[src/rtl/can_rx_fifo_if.sv]
// Bundles the CAN receiver frame strobe and the peripheral register bus.
// The master side is the CAN core plus CPU bus; the slave side is the frame FIFO.
interface can_rx_fifo_if;
  logic        frm_valid;
  logic [28:0] frm_id;
  logic        frm_ext;
  logic        frm_rtr;
  logic [3:0]  frm_dlc;
  logic [63:0] frm_data;
  logic        cs;
  logic [2:0]  rs;
  logic [3:0]  bytesel;
  logic [31:0] d;
  logic [31:0] q;
  logic        irq;

  modport master (
    output frm_valid, frm_id, frm_ext, frm_rtr, frm_dlc, frm_data,
    output cs, rs, bytesel, d,
    input  q, irq
  );

  modport slave (
    input  frm_valid, frm_id, frm_ext, frm_rtr, frm_dlc, frm_data,
    input  cs, rs, bytesel, d,
    output q, irq
  );
endinterface

[src/rtl/can_rx_fifo.sv]
// Receive FIFO for accepted CAN frames with an acceptance filter,
// sticky overflow flag and a small register interface.
module can_rx_fifo #(
  parameter int DEPTH = 4
) (
  input logic         clk,
  input logic         reset,
  can_rx_fifo_if.slave bus
);

  localparam int PTR_W = $clog2(DEPTH);
  localparam int CNT_W = PTR_W + 1;

  logic [PTR_W-1:0] head;
  logic [PTR_W-1:0] tail;
  logic [CNT_W-1:0] count;
  logic             ovf;
  logic [1:0]       irqen;
  logic [31:0]      acode;
  logic [31:0]      amask;

  logic [28:0] mem_id   [DEPTH];
  logic        mem_ext  [DEPTH];
  logic        mem_rtr  [DEPTH];
  logic [3:0]  mem_dlc  [DEPTH];
  logic [63:0] mem_data [DEPTH];

  logic        empty;
  logic        full;
  logic        wr_en;
  logic        ctrl_wr;
  logic        pop;
  logic        ovf_clr;
  logic        accept;
  logic        push;
  logic        ovf_set;
  logic [31:0] filt_key;

  assign empty    = (count == '0);
  assign full     = (count == CNT_W'(DEPTH));
  assign wr_en    = bus.cs && (bus.bytesel != 4'b0000);
  assign ctrl_wr  = wr_en && (bus.rs == 3'd1);
  assign pop      = ctrl_wr && bus.bytesel[1] && bus.d[8] && !empty;
  assign ovf_clr  = ctrl_wr && bus.bytesel[0] && bus.d[6];
  assign filt_key = {bus.frm_ext, 2'b00, bus.frm_id};
  assign accept   = (((filt_key ^ acode) & amask) == 32'd0);
  // A pop in the same cycle frees the slot, so a full FIFO can still take the frame.
  assign push     = bus.frm_valid && accept && (!full || pop);
  assign ovf_set  = bus.frm_valid && accept && full && !pop;

  always_ff @(posedge clk or posedge reset) begin
    if (reset) begin
      head  <= '0;
      tail  <= '0;
      count <= '0;
      ovf   <= 1'b0;
      irqen <= 2'b00;
      acode <= 32'd0;
      amask <= 32'd0;
    end else begin
      if (push) tail <= tail + 1'b1;
      if (pop)  head <= head + 1'b1;
      if (push && !pop)      count <= count + 1'b1;
      else if (pop && !push) count <= count - 1'b1;
      if (ovf_set)      ovf <= 1'b1;
      else if (ovf_clr) ovf <= 1'b0;
      if (ctrl_wr && bus.bytesel[2]) irqen <= bus.d[17:16];
      for (int i = 0; i < 4; i++) begin
        if (wr_en && bus.rs == 3'd4 && bus.bytesel[i]) acode[8*i +: 8] <= bus.d[8*i +: 8];
        if (wr_en && bus.rs == 3'd5 && bus.bytesel[i]) amask[8*i +: 8] <= bus.d[8*i +: 8];
      end
    end
  end

  // Entry storage carries no reset; count gates every read of it.
  always_ff @(posedge clk) begin
    if (push) begin
      mem_id[tail]   <= bus.frm_id;
      mem_ext[tail]  <= bus.frm_ext;
      mem_rtr[tail]  <= bus.frm_rtr;
      mem_dlc[tail]  <= bus.frm_dlc;
      mem_data[tail] <= bus.frm_data;
    end
  end

  logic [28:0] hd_id;
  logic        hd_ext;
  logic        hd_rtr;
  logic [3:0]  hd_dlc;
  logic [63:0] hd_data;

  always_comb begin
    hd_id   = '0;
    hd_ext  = 1'b0;
    hd_rtr  = 1'b0;
    hd_dlc  = '0;
    hd_data = '0;
    if (!empty) begin
      hd_id   = mem_id[head];
      hd_ext  = mem_ext[head];
      hd_rtr  = mem_rtr[head];
      hd_dlc  = mem_dlc[head];
      hd_data = mem_data[head];
    end
  end

  always_comb begin
    bus.q = 32'd0;
    if (bus.cs) begin
      case (bus.rs)
        3'd0:    bus.q = {hd_ext, hd_rtr, 1'b0, hd_id};
        3'd1:    bus.q = {14'd0, irqen, 3'd0, 5'(count), 1'b0, ovf, full, empty, hd_dlc};
        3'd2:    bus.q = hd_data[31:0];
        3'd3:    bus.q = hd_data[63:32];
        3'd4:    bus.q = acode;
        3'd5:    bus.q = amask;
        default: bus.q = 32'd0;
      endcase
    end
  end

  assign bus.irq = (irqen[0] & ~empty) | (irqen[1] & ovf);

endmodule

[src/flat_wrapper.sv]
// flat-port wrapper written by rule: the top's interface ports become plain ports
module can_rx_fifo_flat 
#(
  parameter int DEPTH = 4
)
  (clk, reset, bus_frm_valid, bus_frm_id, bus_frm_ext, bus_frm_rtr, bus_frm_dlc, bus_frm_data, bus_cs, bus_rs, bus_bytesel, bus_d, bus_q, bus_irq);
  can_rx_fifo_if bus_i ();
  input logic clk;
  input logic reset;
  input wire logic [$bits(bus_i.frm_valid)-1:0] bus_frm_valid;
  input wire logic [$bits(bus_i.frm_id)-1:0] bus_frm_id;
  input wire logic [$bits(bus_i.frm_ext)-1:0] bus_frm_ext;
  input wire logic [$bits(bus_i.frm_rtr)-1:0] bus_frm_rtr;
  input wire logic [$bits(bus_i.frm_dlc)-1:0] bus_frm_dlc;
  input wire logic [$bits(bus_i.frm_data)-1:0] bus_frm_data;
  input wire logic [$bits(bus_i.cs)-1:0] bus_cs;
  input wire logic [$bits(bus_i.rs)-1:0] bus_rs;
  input wire logic [$bits(bus_i.bytesel)-1:0] bus_bytesel;
  input wire logic [$bits(bus_i.d)-1:0] bus_d;
  output wire logic [$bits(bus_i.q)-1:0] bus_q;
  output wire logic [$bits(bus_i.irq)-1:0] bus_irq;
  assign bus_i.frm_valid = bus_frm_valid;
  assign bus_i.frm_id = bus_frm_id;
  assign bus_i.frm_ext = bus_frm_ext;
  assign bus_i.frm_rtr = bus_frm_rtr;
  assign bus_i.frm_dlc = bus_frm_dlc;
  assign bus_i.frm_data = bus_frm_data;
  assign bus_i.cs = bus_cs;
  assign bus_i.rs = bus_rs;
  assign bus_i.bytesel = bus_bytesel;
  assign bus_i.d = bus_d;
  assign bus_q = bus_i.q;
  assign bus_irq = bus_i.irq;
  can_rx_fifo #(.DEPTH(DEPTH)) u_core (.clk(clk), .reset(reset), .bus(bus_i));
endmodule
[config.mk]
export PLATFORM = sky130hd
export DESIGN_NAME = can_rx_fifo_flat
export DESIGN_NICKNAME = d
export VERILOG_FILES = /design/src/rtl/can_rx_fifo_if.sv /design/src/rtl/can_rx_fifo.sv /design/src/flat_wrapper.sv
export SDC_FILE = /design/constraint.sdc
export NUM_CORES = 1
export LEC_CHECK = 0
export CORE_MARGIN = 1.5
export CORE_UTILIZATION = 60
export CTS_BUF_LIST = sky130_fd_sc_hd__clkbuf_8
export CTS_CLUSTER_DIAMETER = 80
export DETAILED_ROUTE_END_ITERATION = 6
export PLACE_DENSITY_LB_ADDON = 0.15
export RECOVER_POWER = 50
export SLEW_MARGIN = 10
export SYNTH_ARGS = -nofsm -noshare
export SYNTH_HDL_FRONTEND = slang
export SYNTH_SLANG_ARGS = --single-unit
[constraint.sdc]
create_clock -name clk -period 8.05 [get_ports clk]
set_input_delay 1.2075 -clock clk [delete_from_list [all_inputs] [get_ports clk]]
set_output_delay 1.2075 -clock clk [all_outputs]
set_load 0.02 [all_outputs]
=== After elaboration in Yosys (flattened, before gate mapping) ===
Memories as Yosys holds them, arrays and structs flattened.
Cells that the tools add are included.

* Add/sub/neg operators: 4
* Eq/ne operators: 6
* Multiplexer cells: 13
* Bitwise logic cells: 6
* Reduce and logical (&&, ||, !) cells: 35

{| class="wikitable"
|+ Operators with widths
! cell !! count
|-
| $pmux W32 S6 || 1
|-
| $mux W64 || 1
|-
| $and A32 B32 Y32 || 1
|-
| $logic_not A32 Y1 || 1
|-
| $mux W32 || 1
|-
| $xor A32 B32 Y32 || 1
|-
| $mux W29 || 1
|-
| $logic_and A1 B1 Y1 || 24
|-
| $eq A3 B3 Y1 const B || 3
|-
| $eq A3 B2 Y1 const B || 2
|-
| $logic_not A3 Y1 || 2
|-
| $mux W1 || 6
|-
| $mux W3 || 2
|-
| $add A2 B1 Y2 const B || 2
|-
| $logic_not A1 Y1 || 4
|-
| $mux W4 || 1
|-
| $reduce_bool A2 Y1 || 2
|-
| $reduce_bool A4 Y1 || 1
|-
| $add A3 B1 Y3 const B || 1
|-
| $eq A3 B1 Y1 const B || 1
|-
| $sub A3 B1 Y3 const B || 1
|-
| $and A1 B1 Y1 || 2
|-
| $logic_or A1 B1 Y1 || 1
|-
| $not A1 Y1 || 1
|-
| $or A1 B1 Y1 || 1
|}

* Bits in registers: 74
* RAM bits: 396
* Output and inout port bits: 33
* Memories kept: 5

{| class="wikitable"
|+ Memories
! memory !! words !! bits a word !! read ports !! clocked after memory_dff !! wr ports !! RTL line !! source
|-
| u_core.mem_data || 4 || 64 || 1 || 0 || 1 || can_rx_fifo.sv:26 || <nowiki>logic [63:0] mem_data [DEPTH];</nowiki>
|-
| u_core.mem_id || 4 || 29 || 1 || 0 || 1 || can_rx_fifo.sv:22 || <nowiki>logic [28:0] mem_id [DEPTH];</nowiki>
|-
| u_core.mem_dlc || 4 || 4 || 1 || 0 || 1 || can_rx_fifo.sv:25 || <nowiki>logic [3:0] mem_dlc [DEPTH];</nowiki>
|-
| u_core.mem_ext || 4 || 1 || 1 || 0 || 1 || can_rx_fifo.sv:23 || <nowiki>logic mem_ext [DEPTH];</nowiki>
|-
| u_core.mem_rtr || 4 || 1 || 1 || 0 || 1 || can_rx_fifo.sv:24 || <nowiki>logic mem_rtr [DEPTH];</nowiki>
|}

=== Longest topological paths before layout ===
Gate-level depths: netlist (run 1).

* Word-level depth: 12
* Mapped depth: 13
* Mapped depth without buffers: 12

=== Least setup slack after synthesis (run 1) ===
No wires, ideal clock.

* Path kind: input-to-reg
* Start point: input bus_frm_id[25]
* End point: memory u_core.mem_data[0][0], enable pin
* Library setup time: 0.558 ns
* Arrival time: 6.537 ns
* Required time: 7.492 ns
* Setup slack: 0.955 ns
* Stages on the path: 6
* Buffers on the path: 0
* Cell sequence: xor2_1 > a222oi_1 > nand3_1 > nor4_1 > nand3_1 > nor2_1

* Word-level cells in the longest chain between the ends: 7

{| class="wikitable"
|+ Ends and longest elaborated chain
! what !! RTL line !! source
|-
| start: declaration || flat_wrapper.sv:11 || <nowiki>input wire logic [$bits(bus_i.frm_id)-1:0] bus_frm_id;</nowiki>
|-
| $xor A32 B32 Y32 || can_rx_fifo.sv:46 || <nowiki>assign accept = (((filt_key ^ acode) & amask) == 32'd0);</nowiki>
|-
| $and A32 B32 Y32 || can_rx_fifo.sv:46 ||
|-
| $logic_not A32 Y1 || can_rx_fifo.sv:46 ||
|-
| $logic_and A1 B1 Y1 (2 in a row) || can_rx_fifo.sv:48 || <nowiki>assign push = bus.frm_valid && accept && (!full || pop);</nowiki>
|-
| $mux W1 || can_rx_fifo.sv:77 || <nowiki>if (push) begin</nowiki>
|-
| $mux W1 (implied by the code) || can_rx_fifo.sv:82 || <nowiki>mem_data[tail] <= bus.frm_data;</nowiki>
|-
| end: declaration || can_rx_fifo.sv:26 ||
|}

No other way between the ends.

=== Worst setup path in the final report (run 1) ===
* Start point: input bus_rs[2]
* End point: output bus_q[31]

* Word-level cells in the longest chain between the ends: 3
* Elaborated cells between the ends (all ways): 8
* Those cells by class: eq/ne (5); mux (2); reduce/logical (1)

{| class="wikitable"
|+ Ends and longest elaborated chain
! what !! RTL line !! source
|-
| start: declaration || flat_wrapper.sv:17 || <nowiki>input wire logic [$bits(bus_i.rs)-1:0] bus_rs;</nowiki>
|-
| $eq A3 B3 Y1 (tied with other cells) || can_rx_fifo.sv:110 || <nowiki>case (bus.rs)</nowiki>
|-
| $pmux W32 S6 (*) || can_rx_fifo.sv:110 ||
|-
| $mux W32 (*) || can_rx_fifo.sv:109 || <nowiki>if (bus.cs) begin</nowiki>
|-
| end: declaration || flat_wrapper.sv:20 || <nowiki>output wire logic [$bits(bus_i.q)-1:0] bus_q;</nowiki>
|}

Mark *: on every way between the ends. The rest lies on a longest branch, timed or not.

==> results.md, run 1 <==
- Run status: finished with violations
- Failing checks: capacitance limit, slew limit
- Final setup TNS: 0 ns
- R2R cell count: 7
- Pre-Repair DR Iteration Count: 6
- Warnings, synthesis: 0
- CP top delay family: buffers and inverters
- Port buffer count: approximately 170
- Grt total ovfl: 0
- H-tree depth: 3
- Reg2reg start: u_core.acode[25]$_DFFE_PP0P_
- Endpoints failing setup: 0
- Final period util: 77.5%
- Final HPWL DP: 26.7 mm
- Via count: slightly above 10k
- Total core area: between 30000 and 40000 µm²
- P&R area growth vs syn: 18.8%
- Drt wl/cell: 26.2 µm
- IO Pins: 175
- Avg Vias per Cell: about 6.2
- Postcts setup bufs: 0
- Fin nets: 1337
- CP endpoint: bus_q[31]
- Clk slew on worst S/H paths: about 0.06 ns
- Fin Clk Skew: ~0.021 ns
- Comb power frac: about a fifth
- Clock tree buffer depth: 3
- Crit end category: output port
- Final hold viol count: 0
- Leak: 0.00774 µW
- P per Cell Area: between 200 and 300 nW/µm²
- GPL Wtd Cong: around 0.80
- # rows: 65
- DRT iter0 DRCs: 1033
- Area of the multi-input gates: 5040 µm²
- Crit-path slowest cell: clkbuf_1
- Max-slew violations: 104
- TritonCTS clock tree: done
- Data arrival, critical path: 5.03 ns
- Internal power: 4380 µW
- F_max: between 0.15 and 0.2 GHz
- Vias in the first global route: approximately 11k
- Share of layout cells above drive strength 1: 22.9%
- CTS Buf Count: 76
- R2R setup slack: 4.27 ns
- Crit-path max cell delay: about 1.2 ns
- Yosys cell types: 41
- Avg Cell Area, Syn: around 20 µm²
- Die W: between 150 and 200 µm
- Clk sink count: 470
- PostCTS Resize Cnt: 0
- Slew @ Worst Pin: around 4.3 ns
- CP Launch Point: bus_rs[2]
- ANT nets after route: 0
- Placed cells: 1513
- Critical-path maximum fanout: 28
- First-pass GRT wire length: roughly 66 mm
- Switch share: around 27%
- Syn Inst Count: around 980
- Die Ht: ~180 µm
- Register area share after synthesis: between 70% and 80%
- Max rail drop VDD: about 0.00017 V
- Max-cap violations: 2
- Worst Path Required: roughly 6.8 ns
- Post-Syn Nets: roughly 1.1k
- Most common cell after layout, fill and taps aside: edfxtp_1
- Nature of the critical path startpoint: input port
- Stages on worst setup path: 6
- Clock network power share: between 30% and 40%
- Final non-filler cell total: about 1.7k
- Worst path bufs/invs: 3
- FILL cells: between 1.5k and 2k
- Seq pwr share: between 40% and 50%
- Worst Hold Class: flop to flop
- Routed Wire Length: 43.4 mm
- Synthesized cell area: 19100 µm²
- Most frequent cells in the layout: 396 x edfxtp_1, 101 x dlygate4sd3_1, 96 x mux4_2
- RR Endpoint: u_core.mem_id[1][6]$_DFFE_PP_
- CTS Root Cell: clkbuf_8
- Register bit total from synthesis: 470
- Min Tclk post-route: 6.24 ns
- # DRC: 0
- Starting Density: 60.7%
- Setup CP Type: input port to output port
- RSZ-0062 raised after global routing: no
- Switch Pwr: ~1700 µW
- Worst slew margin: -184%
- Largest net degree at the start of global routing: 75
- Die Footprint: between 30000 and 40000 µm²
- Antenna violations before repair: 8
- Crit path cell chain: dlygate4sd3_1, and3b_1, clkbuf_1, a222oi_1, nor2_1, clkdlybuf4s50_1
- Total track usage: a little over a quarter
- FF/Latch Area: about 14000 µm²
- Post-CTS Hold Buffers: 0
- Worst skew pair latency: 0.60 ns
-- per-layer routing --
layer	global-route usage (%)	up-vias	part of all wire (%)
li1	-	4434	-
met1	38.0	5323	40
met2	42.7	480	49
met3	7.16	86	8.4
met4	9.93	2	2.8
met5	0	-	0.030
-- power groups by stage --
stage	Combinational [µW]	Clock (µW)	Sequential (µW)
detailed placement	1220	0	3010
CTS	1230	1900	2960
global route	1290	2010	2980
floorplan	966	0	2860
finish	1200	1870	2960
global placement	1200	0	3000
-- how the worst min path moves through the flow --
stage,startpoint,end,slack (ns),cells after the start
floorplan,u_core.amask[29]$_DFFE_PP0P_,u_core.amask[29]$_DFFE_PP0P_,0.48,1
global placement,u_core.amask[2]$_DFFE_PP0P_,u_core.amask[2]$_DFFE_PP0P_,0.50,1
detailed placement,u_core.acode[30]$_DFFE_PP0P_,u_core.acode[30]$_DFFE_PP0P_,0.51,1
CTS,u_core.acode[30]$_DFFE_PP0P_,u_core.acode[30]$_DFFE_PP0P_,0.53,1
global route,u_core.acode[30]$_DFFE_PP0P_,u_core.acode[30]$_DFFE_PP0P_,0.54,1
finish,u_core.acode[30]$_DFFE_PP0P_,u_core.acode[30]$_DFFE_PP0P_,0.53,1
-- flip-flops by register name (all words and copies together), names as in the netlist --
register and cells:
u_core.irqen 2, u_core.mem_rtr 4, u_core.count 3, u_core.tail 2
u_core.ovf 1, u_core.mem_id 116, u_core.mem_ext 4, u_core.acode 32
u_core.head 2, u_core.mem_dlc 16, u_core.amask 32, u_core.mem_data 256
-- area by class of cell --
class / instances / area share (%)
Sequential cell: 470 / 60.7
Multi-Input combinational cell: 438 / 22.3
Timing Repair Buffer: 193 / 8.41
Clock buffer: 83 / 5.04
Tap cell: 402 / 2.22
Clock inverter: 57 / 1.10
Inverter: 10 / 0.166
Antenna cell: 6 / 0.0663
-- metrics by stage --
step / power, µW / cell area (µm²) / setup slack, ns / util [%] / hold WS, ns
3_3_place_gp: 4210 / 21200 / 2.60 / 67.7 / 0.496
3_5_place_dp: 4230 / 21200 / 2.62 / 67.7 / 0.514
2_1_floorplan: 3820 / 19100 / 0.955 / - / 0.480
4_1_cts: 6090 / 22600 / 2.26 / 72.1 / 0.528
6_report: 6030 / 22600 / 1.81 / 72.1 / 0.530
5_1_grt: 6290 / 22600 / 1.38 / 72.1 / 0.543
-- cell usage after synthesis, drive strengths merged --
library cell	n	share of area [%]
nand4	3	0.098
a211oi	2	0.079
a2bb2oi	1	0.046
a21oi	11	0.29
a22oi	24	0.95
a21o	2	0.079
nor3b	1	0.066
nand2b	2	0.066
a222oi	23	1.2
nand2	11	0.22
fa	1	0.11
nor2	44	0.87
nor4	1	0.033
ha	5	0.33
and3	7	0.23
or3	1	0.033
clkbuf	39	0.77
nand3	12	0.32
dfrtp	74	9.7
inv	10	0.20
xor2	33	1.5
edfxtp	396	62
o22ai	2	0.066
nor3	2	0.053
nor2b	4	0.13
and3b	1	0.046
mux4	97	11
mux2	108	6.4
or2	1	0.033
xnor2	3	0.14
buf	18	0.72
a221oi	1	0.046
o21ai	14	0.37
a22o	21	0.96
-- worst register-to-register path: cells and delay by family, from the launching register on --
kind            cells  cell delay (ns)
simple gates        4             1.74
buf+inv             1             0.67
flops               1             0.41
compound gates      1             0.35
xor+xnor            1             0.19
-- cells by family after synthesis --
group | Yosys count | synth area share (%)
DFF | 470 | 72.1
and+or+nand+nor | 90 | 2.19
adders and majority gates | 6 | 0.433
xor gates and xnor gates | 36 | 1.65
AOI/OAI and AO/OA | 101 | 4.09
buffers and inverters | 67 | 1.69
muxes | 205 | 17.9
Power figures use the tool's default switching activity.
==> run 2, diff against run 1 <==
==> constraint.sdc (replaced) <==
create_clock -name clk -period 6.5 [get_ports clk]
set_input_delay 0.975 -clock clk [delete_from_list [all_inputs] [get_ports clk]]
set_output_delay 0.975 -clock clk [all_outputs]
set_load 0.02 [all_outputs]
==> run 2 against run 1 <==
Compared with the run above:
- the run now ends clean
- flip-flop and latch count unchanged
- combinational power increased by 28%
- global-route usage about the same
- largest power group unchanged
- highest routed layer unchanged
==> results.md, run 2 (synthesis gave the netlist of run 1 again) <==
- Pre-Repair DR Iteration Count: 6 (unchanged)
- Antenna violations before repair: 10 (was 8)
- Total core area: 31400 µm² (unchanged)
- Place WS: 1.58 ns (was 2.62 ns)
- Crit path cell chain: buf_4, mux4_2, mux2_2, a22o_1, a222oi_1, nor2_1, clkdlybuf4s50_1 (was dlygate4sd3_1, and3b_1, clkbuf_1, a222oi_1, nor2_1, clkdlybuf4s50_1)
- Worst path bufs/invs: 2 (was 3)
- Data arrival, critical path: 4.11 ns (was 5.03 ns)
- Core Util, Final: 72.2% (was 72.1%)
- Fin Clk Skew: 0.0267 ns (was 0.0213 ns)
- Max-cap violations: 0 (was 2)
- IO Pins: 175 (unchanged)
- Largest net degree at the start of global routing: 100 (was 75)
- CP top delay family: buffers and inverters (unchanged)
- Worst Hold Class: flop to flop (unchanged)
- Largest registers: u_core.mem_data (256), u_core.mem_id (116) (unchanged)
- Worst Path Required: 5.52 ns (was 6.84 ns)
- Most common cell after layout, fill and taps aside: edfxtp_1 (unchanged)
- DRT iter0 DRCs: 1293 (was 1033)
- Routed Wire Length: 43.7 mm (was 43.4 mm)
- H-tree depth: 3 (unchanged)
- Crit-path slowest cell: dfrtp_4 (was clkbuf_1)
- Final HPWL DP: 27.2 mm (was 26.7 mm)
- # rows: 65 (unchanged)
- F_max: ~0.2 GHz
- First-pass GRT wire length: 65.7 mm (was 65.8 mm)
- Setup CP Type: flop to output port (was input port to output port)
- Starting Density: 60.7% (unchanged)
- Flip-flop count of the largest register after layout: 256 (unchanged)
- Total track usage: 27.4% (about the same)
- P per Cell Area: 329 nW/µm² (was 266 nW/µm²)
- Drt wl/cell: 26.3 µm (was 26.2 µm)
- Worst slew margin: 29.9% (was -184%)
- CTS Buf Count: 76 (unchanged)
- Largest register by flop count: u_core.mem_data (unchanged)
- Vias in the first global route: 10.8k (was 10.9k)
- Crit end category: output port (unchanged)
- Port buffer count: 174 (unchanged)
- ANT nets after route: 0 (unchanged)
- Nature of the critical path startpoint: flop (was input port)
- Final non-filler cell total: 1661 (was 1659)
- Clk slew on worst S/H paths: 0.07 ns (was 0.06 ns)
- Post-CTS Hold Buffers: 0 (unchanged)
- R2R cell count: 7 (unchanged)
- RSZ-0062 raised after global routing: no (unchanged)
- Endpoints failing setup: 0 (unchanged)
- GPL Wtd Cong: 0.827 (was 0.800)
- Placed cells: 1516 (was 1513)
- Slew @ Worst Pin: 1.05 ns (was 4.26 ns)
- Final setup TNS: 0 ns (unchanged)
- FILL cells: 1979 (was 1971)
- CTS Root Cell: clkbuf_8 (unchanged)
- Max-slew violations: 0 (was 104)
- Crit-path max cell delay: 0.85 ns (was 1.23 ns)
- Leak: 0.00776 µW (was 0.00774 µW)
- Fin nets: 1340 (was 1337)
- Run status: finished clean (was finished with violations)
- Most frequent cells in the layout: 396 x edfxtp_1, 101 x dlygate4sd3_1, 96 x mux4_2 (unchanged)
- Stages on worst setup path: 7 (was 6)
- Grt total ovfl: 0 (unchanged)
- TritonCTS clock tree: done (unchanged)
- Die W: 181 µm (unchanged)
- Die Footprint: 32800 µm² (unchanged)
- Clk sink count: 470 (unchanged)
- Max rail drop VDD: 0.000174 V (was 0.000166 V)
- Final hold viol count: 0 (unchanged)
- Die Ht: 181 µm (unchanged)
- Postcts setup bufs: 0 (unchanged)
- Min Tclk post-route: roughly 5.1 ns
- # DRC: 0 (unchanged)
- WHS Path Cells: 1 (unchanged)
- P&R area growth vs syn: 19.0% (was 18.8%)
- Worst skew pair latency: 0.59 ns (was 0.60 ns)
- Avg Vias per Cell: 6.29 (was 6.22)
- Final period util: about four fifths
- Via count: 10.4k (was 10.3k)
- Worst Slack Setup Final: 1.41 ns (was 1.81 ns)
- PostCTS Resize Cnt: 0 (unchanged)
- Clock tree buffer depth: 3 (unchanged)
- Critical-path maximum fanout: 30 (was 28)
- Share of layout cells above drive strength 1: 22.8% (was 22.9%)
==> run 2: cell type report <==
| class | instances | area (µm²) | share of cell area (%) |
|---|---|---|---|
| clock inverters | 55 | 234 | 1.03 |
| flip-flops and latches | 470 | 13800 | 60.6 |
| repair buffers | 196 | 1950 | 8.59 |
| inverters | 10 | 37.5 | 0.166 |
| multi-input cells | 438 | 5040 | 22.2 |
| diodes | 7 | 17.5 | 0.0772 |
| clock buffers | 83 | 1140 | 5.04 |
| well taps | 402 | 503 | 2.22 |
==> run 2: stage by stage <==
stage	cell area (µm²)	total power [µW]	hold WS, ns
CTS	22700	7550	0.523
floorplan	19100	4740	0.480
global placement	21300	5240	0.502
finish	22700	7470	0.520
detailed placement	21300	5250	0.505
global route	22700	7790	0.536
==> run 2: final timing paths <==
kind | from | endpoint | slack [ns]
min in group asynchronous | reset | u_core.acode[11]$_DFFE_PP0P_ | 1.18
hold / removal | u_core.amask[2]$_DFFE_PP0P_ | u_core.amask[2]$_DFFE_PP0P_ | 0.52
setup / recovery | u_core.head[0]$_DFFE_PP0N_ | bus_q[31] | 1.41
hold reg to reg | u_core.amask[2]$_DFFE_PP0P_ | u_core.amask[2]$_DFFE_PP0P_ | 0.52
setup reg to reg | u_core.acode[25]$_DFFE_PP0P_ | u_core.mem_data[1][11]$_DFFE_PP_ | 3.10
max in group asynchronous | reset | u_core.head[1]$_DFFE_PP0N_ | 4.53
==> run 2: power breakdown <==
group	total [µW]	internal (µW)	switching, µW
registers	3640	3400	238
logic	1530	850	684
clock network	2300	1180	1120
total	7470	5430	2040
==> run 2: per-layer routing <==
metal / wire length [µm] / share of wire (%) / track usage, %
met5: 23 / 0.053 / 0
met4: 1480 / 3.4 / 11.8
met3: 3880 / 8.9 / 7.28
met2: 20800 / 48 / 41.6
met1: 17500 / 40 / 38.0
